===== src/rtl/nn_pkg.sv =====
// Shared types and helpers for the neuron datapath: FSM state encoding,
// default operand widths and a width-generic sign-extension function.
package nn_pkg;

    typedef enum logic [1:0] {
        IDLE,
        RUN,
        OUT
    } state_t;

    localparam int W_WIDTH_DEF   = 4;
    localparam int A_WIDTH_DEF   = 8;
    localparam int ACC_WIDTH_DEF = 16;
    localparam int SEXT_MAX      = 64;

    // Replicates bit (w-1) of v into every position at or above w; w must be 1..63.
    function automatic logic [SEXT_MAX-1:0] sext(input logic [SEXT_MAX-1:0] v,
                                                 input logic [5:0]          w);
        logic [SEXT_MAX-1:0] r;
        for (int i = 0; i < SEXT_MAX; i++) begin
            r[i] = (i < int'(w)) ? v[i] : v[w - 6'd1];
        end
        return r;
    endfunction

endpackage


===== src/rtl/mac_unit.sv =====
// Combinational multiply-accumulate: signed weight times unsigned activation,
// sign-extended to the accumulator width and added to the running sum.
module mac_unit
    import nn_pkg::*;
#(
    parameter int W_WIDTH   = W_WIDTH_DEF,
    parameter int A_WIDTH   = A_WIDTH_DEF,
    parameter int ACC_WIDTH = ACC_WIDTH_DEF
) (
    input  logic [ACC_WIDTH-1:0] acc_in,
    input  logic [W_WIDTH-1:0]   weight,
    input  logic [A_WIDTH-1:0]   act,
    output logic [ACC_WIDTH-1:0] acc_out
);

    localparam int PROD_W = W_WIDTH + A_WIDTH + 1;

    logic signed [PROD_W-1:0] w_ext;
    logic signed [PROD_W-1:0] a_ext;
    logic signed [PROD_W-1:0] prod;

    // The activation gets a zero sign bit so the multiply stays signed*signed.
    assign w_ext = PROD_W'($signed(weight));
    assign a_ext = $signed(PROD_W'({1'b0, act}));
    assign prod  = w_ext * a_ext;

    assign acc_out = acc_in + ACC_WIDTH'(sext(SEXT_MAX'(prod), 6'(PROD_W)));

endmodule


===== src/rtl/neuron_mac.sv =====
// Single neuron: pops N_INPUTS weight chunks from the FIFO, accumulates them
// against latched activations on top of a bias, and presents the (optionally ReLU'd) sum.
module neuron_mac
    import nn_pkg::*;
#(
    parameter int W_WIDTH   = W_WIDTH_DEF,
    parameter int A_WIDTH   = A_WIDTH_DEF,
    parameter int N_INPUTS  = 8,
    parameter int ACC_WIDTH = ACC_WIDTH_DEF,
    parameter bit RELU_EN   = 1'b1
) (
    input  logic                          clk,
    input  logic                          rst,
    input  logic                          start,
    input  logic [A_WIDTH*N_INPUTS-1:0]   act_in,
    input  logic [ACC_WIDTH-1:0]          bias,
    input  logic [W_WIDTH-1:0]            fifo_dout,
    input  logic                          fifo_empty,
    output logic                          fifo_rd_en,
    output logic [ACC_WIDTH-1:0]          result,
    output logic                          result_valid,
    input  logic                          result_ready,
    output logic                          busy
);

    localparam int CNT_W = $clog2(N_INPUTS + 1);
    localparam int IDX_W = $clog2(N_INPUTS);
    localparam logic [CNT_W-1:0] N_CNT    = CNT_W'(N_INPUTS);
    localparam logic [CNT_W-1:0] LAST_USE = CNT_W'(N_INPUTS - 1);

    state_t               state;
    state_t               state_next;
    logic [CNT_W-1:0]     issue_cnt;
    logic [CNT_W-1:0]     use_cnt;
    logic                 rd_pend;
    logic [ACC_WIDTH-1:0] acc;
    logic [ACC_WIDTH-1:0] acc_next;
    logic [A_WIDTH-1:0]   act_q [N_INPUTS];
    logic [A_WIDTH-1:0]   act_cur;
    logic                 last_mac;

    // use_cnt only indexes while a chunk is pending, so it is always below N_INPUTS here.
    assign act_cur  = act_q[use_cnt[IDX_W-1:0]];
    assign last_mac = rd_pend && (use_cnt == LAST_USE);
    assign busy     = (state != IDLE);

    mac_unit #(
        .W_WIDTH  (W_WIDTH),
        .A_WIDTH  (A_WIDTH),
        .ACC_WIDTH(ACC_WIDTH)
    ) u_mac (
        .acc_in (acc),
        .weight (fifo_dout),
        .act    (act_cur),
        .acc_out(acc_next)
    );

    // NOTE: sequential state uses non-blocking assignments so every register
    // samples pre-edge values regardless of process evaluation order.
    always_ff @(posedge clk or posedge rst) begin
        if (rst) begin
            state <= IDLE;
        end else begin
            state <= state_next;
        end
    end

    // NOTE: every output of this block gets a default first, so no path can
    // leave one unassigned and infer a latch.
    always_comb begin
        state_next = state;
        fifo_rd_en = 1'b0;
        case (state)
            IDLE: begin
                if (start) state_next = RUN;
            end
            RUN: begin
                fifo_rd_en = !fifo_empty && (issue_cnt < N_CNT);
                if (last_mac) state_next = OUT;
            end
            OUT: begin
                if (result_ready) state_next = IDLE;
            end
            default: state_next = IDLE;
        endcase
    end

    always_ff @(posedge clk or posedge rst) begin
        if (rst) begin
            issue_cnt    <= '0;
            use_cnt      <= '0;
            rd_pend      <= 1'b0;
            acc          <= '0;
            result       <= '0;
            result_valid <= 1'b0;
        end else begin
            case (state)
                IDLE: begin
                    if (start) begin
                        acc       <= bias;
                        issue_cnt <= '0;
                        use_cnt   <= '0;
                        rd_pend   <= 1'b0;
                    end
                end
                RUN: begin
                    rd_pend <= fifo_rd_en;
                    if (fifo_rd_en) issue_cnt <= issue_cnt + CNT_W'(1);
                    if (rd_pend) begin
                        acc     <= acc_next;
                        use_cnt <= use_cnt + CNT_W'(1);
                    end
                    if (last_mac) begin
                        result       <= (RELU_EN && acc_next[ACC_WIDTH-1]) ? '0 : acc_next;
                        result_valid <= 1'b1;
                    end
                end
                OUT: begin
                    if (result_ready) result_valid <= 1'b0;
                end
                default: ;
            endcase
        end
    end

    // NOTE: the activation bank has no reset; it is always written on start
    // before any MAC reads it, so reset would only add fan-out.
    always_ff @(posedge clk) begin
        if (state == IDLE && start) begin
            for (int i = 0; i < N_INPUTS; i++) begin
                act_q[i] <= act_in[i*A_WIDTH +: A_WIDTH];
            end
        end
    end

endmodule


===== config.mk =====
export PLATFORM = sky130hd
export DESIGN_NAME = neuron_mac
export DESIGN_NICKNAME = d
export VERILOG_FILES = /design/src/rtl/nn_pkg.sv /design/src/rtl/mac_unit.sv /design/src/rtl/neuron_mac.sv
export SDC_FILE = /design/constraint.sdc
export NUM_CORES = 1
export LEC_CHECK = 0
export CAP_MARGIN = 20
export CORE_UTILIZATION = 49
export CTS_BUF_LIST = sky130_fd_sc_hd__clkbuf_16
export CTS_CLUSTER_DIAMETER = 40
export DETAILED_ROUTE_END_ITERATION = 12
export PLACE_DENSITY_LB_ADDON = 0.3
export SETUP_SLACK_MARGIN = 0.5
export SLEW_MARGIN = 0
export SYNTH_ARGS = -nofsm -noshare
export SYNTH_HDL_FRONTEND = slang
export SYNTH_SLANG_ARGS = --single-unit

===== constraint.sdc =====
create_clock -name clk -period 6.4 [get_ports clk]
set_input_delay 1.28 -clock clk [delete_from_list [all_inputs] [get_ports clk]]
set_output_delay 1.28 -clock clk [all_outputs]
set_load 0.1 [all_outputs]

* Yosys cells after proc, flatten, opt, wreduce, memory -nomap -nowiden
Memory sizes are Yosys's and may differ from the RTL's.
Index checks and enable logic that the tools add are counted.
** Operators by class
- $add $sub $neg :: 3
- Mux-type cells :: 21
- Multipliers :: 1
- Eq/ne operators :: 8
- Magnitude comparators :: 1
- Reduce and logical (&&, ||, !) cells :: 14
** Operators by type and width (count)
- 16-bit 2-to-1 mux :: 2
- 16-bit case mux with 2 select lines :: 1
- 16-bit adder :: 1
- 4-bit case mux with 2 select lines :: 2
- 15-bit 2-to-1 mux :: 1
- 4-bit by 9-bit multiplier with 13-bit output :: 1
- 4-bit 2-to-1 mux :: 3
- 3-bit AND reduction :: 4
- 2-bit != test, second input constant :: 5
- 4-bit by 1-bit adder with 4-bit output, second input constant :: 2
- 1-bit 2-to-1 mux :: 6
- 2-bit 2-to-1 mux :: 3
- 2-bit case mux with 3 select lines :: 1
- 2-bit nonzero test :: 3
- 4-bit by 3-bit == test with 1-bit output, second input constant :: 1
- 4-bit < comparator, second input constant :: 1
- 1-bit case mux with 2 select lines :: 2
- 2-bit AND reduction :: 2
- 1-bit logical AND :: 3
- 2-bit by 1-bit == test with 1-bit output, second input constant :: 1
- 2-bit == test, second input constant :: 1
- 2-bit logical NOT :: 1
- 1-bit logical NOT :: 1
** Word-level totals
- Output and inout bits :: 19
- Memories :: 1
- Logic and storage cells :: 56
- Memory bits (writable) :: 64
- Register bits :: 44
- Input bits :: 89
** Memories
- act_q :: words 8, width 8, read ports 1, clocked after Yosys merged registers in 0, write ports 8, line neuron_mac.sv:38 : logic [A_WIDTH-1:0] act_q [N_INPUTS];

* Longest topological paths before layout
- Depth after elaboration :: 5
- Depth in mapped cells :: 26
- Mapped depth without buffers :: 23

* By module
A second synthesis with hierarchy kept.
** Unflattened totals
- Cell total of the unflattened synthesis :: 460
- Area total of the unflattened synthesis :: 6189.7 sq um
** Modules (own cells, without submodules)
- neuron_mac :: instances 1, seq. area each 2997.9 sq um, area each 4435.5 sq um, cells each 253
- mac_unit :: instances 1, seq. area each 0.0 sq um, area each 1754.2 sq um, cells each 207

* Least setup slack after synthesis
Ideal clock, no wire load.
- Path kind :: reg-to-reg
- From :: register use_cnt[0]
- To :: register result[6]
- Library setup time :: 122 ps
- Cell stages (with the launch flop) :: 26
- Path buffers :: 3
- Data arrival time :: 6450 ps
- Slack :: -172 ps
- Period minus slack after synthesis :: 6572 ps
- Required time :: 6278 ps
- Cells stage by stage :: dfrtp_1 -> buf_2 -> buf_2 -> mux4_2 -> mux2i_1 -> nand2b_1 -> fa_1 -> fa_1 -> fa_1 -> inv_1 -> ha_1 -> fa_1 -> a21o_1 -> a21oi_1 -> o21bai_1 -> a21oi_1 -> o21ai_0 -> xor2_1 -> ha_1 -> a21o_1 -> a2111oi_4 -> o21ai_2 -> a221oi_2 -> xnor2_2 -> buf_6 -> o2bb2ai_4
** Between the ends
- Word-level cells in the longest chain between the ends :: 4
- Elaborated cells on any way between the ends :: 7
- Those cells by class :: add/sub: 1; mul: 1; eq/ne: 1; mux: 1; reduce/logical: 2; memory: 1
** Ends and longest elaborated chain
- from (decl) :: line neuron_mac.sv:34 : logic [CNT_W-1:0] use_cnt;
- from (signal assigned) :: line neuron_mac.sv:111 : use_cnt <= use_cnt + CNT_W'(1);
- memory read 8 x 8 bit
- 4-bit by 9-bit multiplier with 13-bit output :: line mac_unit.sv:25 : assign prod = w_ext * a_ext;
- 16-bit adder :: line mac_unit.sv:27 : assign acc_out = acc_in + ACC_WIDTH'(sext(SEXT_MAX'(prod), 6'(PROD_W)));
- 15-bit 2-to-1 mux :: line neuron_mac.sv:114 : result <= (RELU_EN && acc_next[ACC_WIDTH-1]) ? '0 : acc_next;
- to (signal assigned) :: line neuron_mac.sv:114
- to (decl) :: line neuron_mac.sv:20 : output logic [ACC_WIDTH-1:0] result,
Parallel ways exist; a longest one is shown, timed or not.
A chain may end at the register's enable or synchronous reset.

* Final worst setup path
- From :: register use_cnt[0]
- To :: register acc[15]
** Between the ends
- Word-level cells in the longest chain between the ends :: 5
** Ends and longest elaborated chain
- memory read 8 x 8 bit
- 4-bit by 9-bit multiplier with 13-bit output :: line mac_unit.sv:25
- 16-bit adder :: line mac_unit.sv:27
- 16-bit 2-to-1 mux :: line neuron_mac.sv:109 : if (rd_pend) begin
- 16-bit case mux with 2 select lines :: line neuron_mac.sv:97 : case (state)
- to (signal assigned) :: line neuron_mac.sv:100 : acc <= bias;
- to (signal assigned) :: line neuron_mac.sv:110 : acc <= acc_next;
- to (decl) :: line neuron_mac.sv:36 : logic [ACC_WIDTH-1:0] acc;
No other way between the ends. The select of a mux whose other input is x is not followed.

==> results_dict.tcl <==
set metrics [dict create \
    synth.most_common_cell "edfxtp_1" \
    core.rowCount 40 \
    cp-start-kind "flop" \
    use_met2 0.440 \
    synthToLayoutAreaGrowth_pct 37.5 \
    finalHoldViolCount 0 \
    vias_per_cell 5.62 \
    grt.busiest_layer "met2" \
    insertion_delay_ps 360 \
    fin_worst_skew_ps 8.11 \
    place_hpwl_mm 11.3 \
    synth_flop_cell "edfxtp_1" \
    fin_crit_sh 0.971 \
    cts_sinks 107 \
    met3_usage 0.0474 \
    drt-total-wl_mm 15.9 \
    drv_slew 0 \
    synth_commonest_cells "64 x edfxtp_1, 62 x nand2_1, 43 x dfrtp_1, 43 x ha_1, 28 x o21ai_0" \
    fillCellCount 884 \
    die_w_um 115 \
    synth_top_area_frac 0.308 \
    fp.coreArea_um2 12200 \
    r2r-end "acc[15]" \
    initialDrtViolationCount 280 \
    io_pins 108 \
    cts_root_buffer "clkbuf_16" \
    critPathArrivalTime_ps 6460 \
    synthCells 528 \
    synth-seq-cells 107 \
    tightest_slew_ps 1030 \
    place_ws_ps -349 \
    post-route-util 0.702 \
    antenna_found_initial 0 \
    hp-class "reg -> reg" \
    cp.required_ps 6650 \
    cp_max_fo 8 \
    dr_total_vias 4861 \
    final_nets 838 \
    fin_ws_ps 186 \
    antennaDiodeCount 0 \
    gp_congestion 0.826 \
    drive_gt1_frac 0.234 \
    min_period_ps 6210 \
    synthArstFlopShare 0.402 \
    endpoint_kind "flop" \
    syn-num-nets 674 \
    drc 0 \
    endpoint "acc[15]" \
    drtPass1Iterations 5 \
    yosysSeqAreaShare 0.481 \
    grt_overflow 0 \
    grt_setup_unrepaired "yes" \
    status "complete, no violations" \
    routedWlPerCell_um 18.4 \
    crit_type "reg -> reg" \
    max_slew_margin 0.310 \
    synthTopCellsByArea "edfxtp_1 31%, dfrtp_1 17%, ha_1 8.6%" \
    grt_max_degree 71 \
    synth_area_um2 6240 \
    yosysTopAreaCell "edfxtp_1" \
    port_buffers 106 \
    max_cap_viol_count 0 \
    cts_max_path_buffers 2 \
    synth_cell_types 59 \
    reg2reg_depth 24 \
    grt_usage 0.251 \
    r2r-start "use_cnt[0]" \
    synth_enable_flop_cells 64 \
    gr-usage-met1 0.306 \
    cts_tree "yes" \
    avgSynthCellArea_um2 11.8 \
    cts_max_level 3 \
    ys_warn_count 0 \
    ant_nets 0 \
    chipHeight_um 115 \
    start_util 0.511 \
    cts_buffers 9 \
    grt_pass1_wl_mm 24.6 \
    setup_violations 0 \
    dieArea_um2 13200 \
    fmax_ghz 0.161 \
    hold_start "result[14]" \
    grt_pass1_vias 4961 \
    holdBufCountCts 0 \
    rrSetupSlack_ps 190 \
    clkTransAtPathRegs_ps 80 \
    critPathLaunch "use_cnt[0]" \
]
-- through the flow --
step	TNS (ps)	cell area, um^2	cells	hold WS, ps
after floorplan	0	6320	528	456
after global placement	-3120	7850	832	465
after detailed placement	-5290	7850	832	472
after CTS	0	8320	856	489
after global routing	-597	8580	865	522
final	0	8580	865	490
-- timing repair --
action | in CTS | in global routing
gates resized for setup | 17 | 37
endpoints found under the setup margin | 22 | 22
pin swaps | 10 | 18
cloned | 2 | 1
buffers inserted | 6 | 7
-- worst min path at each step --
stage / endpoint / cells past startpoint
finish: result[14] / 2
global route: result[14] / 2
global placement: result[2] / 2
CTS: result[9] / 2
floorplan: acc[12] / 2
detailed placement: result[9] / 2
-- cells in the final DEF (no fill, tap or decap), types with 5 or more instances in the layout --
master             n
nor2_1            24
o21ai_1            8
ha_1              39
nand2_1           62
clkbuf_16         11
o21a_1             5
nor2b_1           21
buf_4             61
dfrtp_1           41
a21oi_2            7
nand2b_1           8
xnor2_1            8
fa_1              13
inv_1             17
mux4_2            16
o21ai_2           11
and2_1             7
a21oi_1           20
nand3_1           12
clkdlybuf4s50_1  103
o21ai_0           18
o211ai_1           8
edfxtp_1          64
xor2_1             6
a21o_1             9
a31oi_1            8
-- layout make-up --
class                      count  area, um^2  area share
clock buffer                  10         250      0.0292
clock inverter                 6        52.6     0.00613
inverter                      19        71.3     0.00832
multi-input combinational    381        3320       0.387
sequential                   107        3000       0.350
tap                          168         210      0.0245
timing repair buffer         174        1670       0.195
-- layer usage --
layer / vias up / routed length [um] / part of all wire
met5: - / 0 / 0
met4: 0 / 297 / 0.019
met3: 25 / 787 / 0.049
met2: 161 / 8500 / 0.53
met1: 2410 / 6330 / 0.40
li1: 2265 / - / -
-- flip-flops by register name (all words and copies together), names as in the netlist --
name	count
use_cnt	4
acc	16
result_valid	1
state	2
rd_pend	1
result	15
act_q	64
issue_cnt	4
-- worst max-delay path, stage by stage, from the launching register on --
cell,delay (ps)
dfrtp_2,420
buf_12,140
mux4_2,550
mux2i_4,250
nand2b_4,180
fa_1,450
fa_1,490
fa_1,510
inv_2,50
ha_4,160
fa_2,360
a21o_1,180
a21oi_2,150
o21bai_1,100
a21oi_2,170
o21ai_1,100
xor2_1,170
ha_2,190
a21o_1,220
a2111oi_4,330
o21ai_2,100
a221oi_2,290
xnor2_2,160
buf_12,170
a31o_2,190
-- cells by family (layout without fill, tap and decap cells) --
logic type      Yosys count  after routing  synth area share
simple gates            157            157             0.122
compound gates          126            126             0.141
flops                   107            107             0.481
fa+ha+maj                57             57             0.131
buf+inv                  40            209            0.0299
mux                      25             25            0.0724
xor+xnor                 15             15            0.0223
other cells               1              1          0.000601
Power is left out: the tool's default activity adds up to more than one toggle a clock period on the data nets, which glitch-free logic cannot reach.
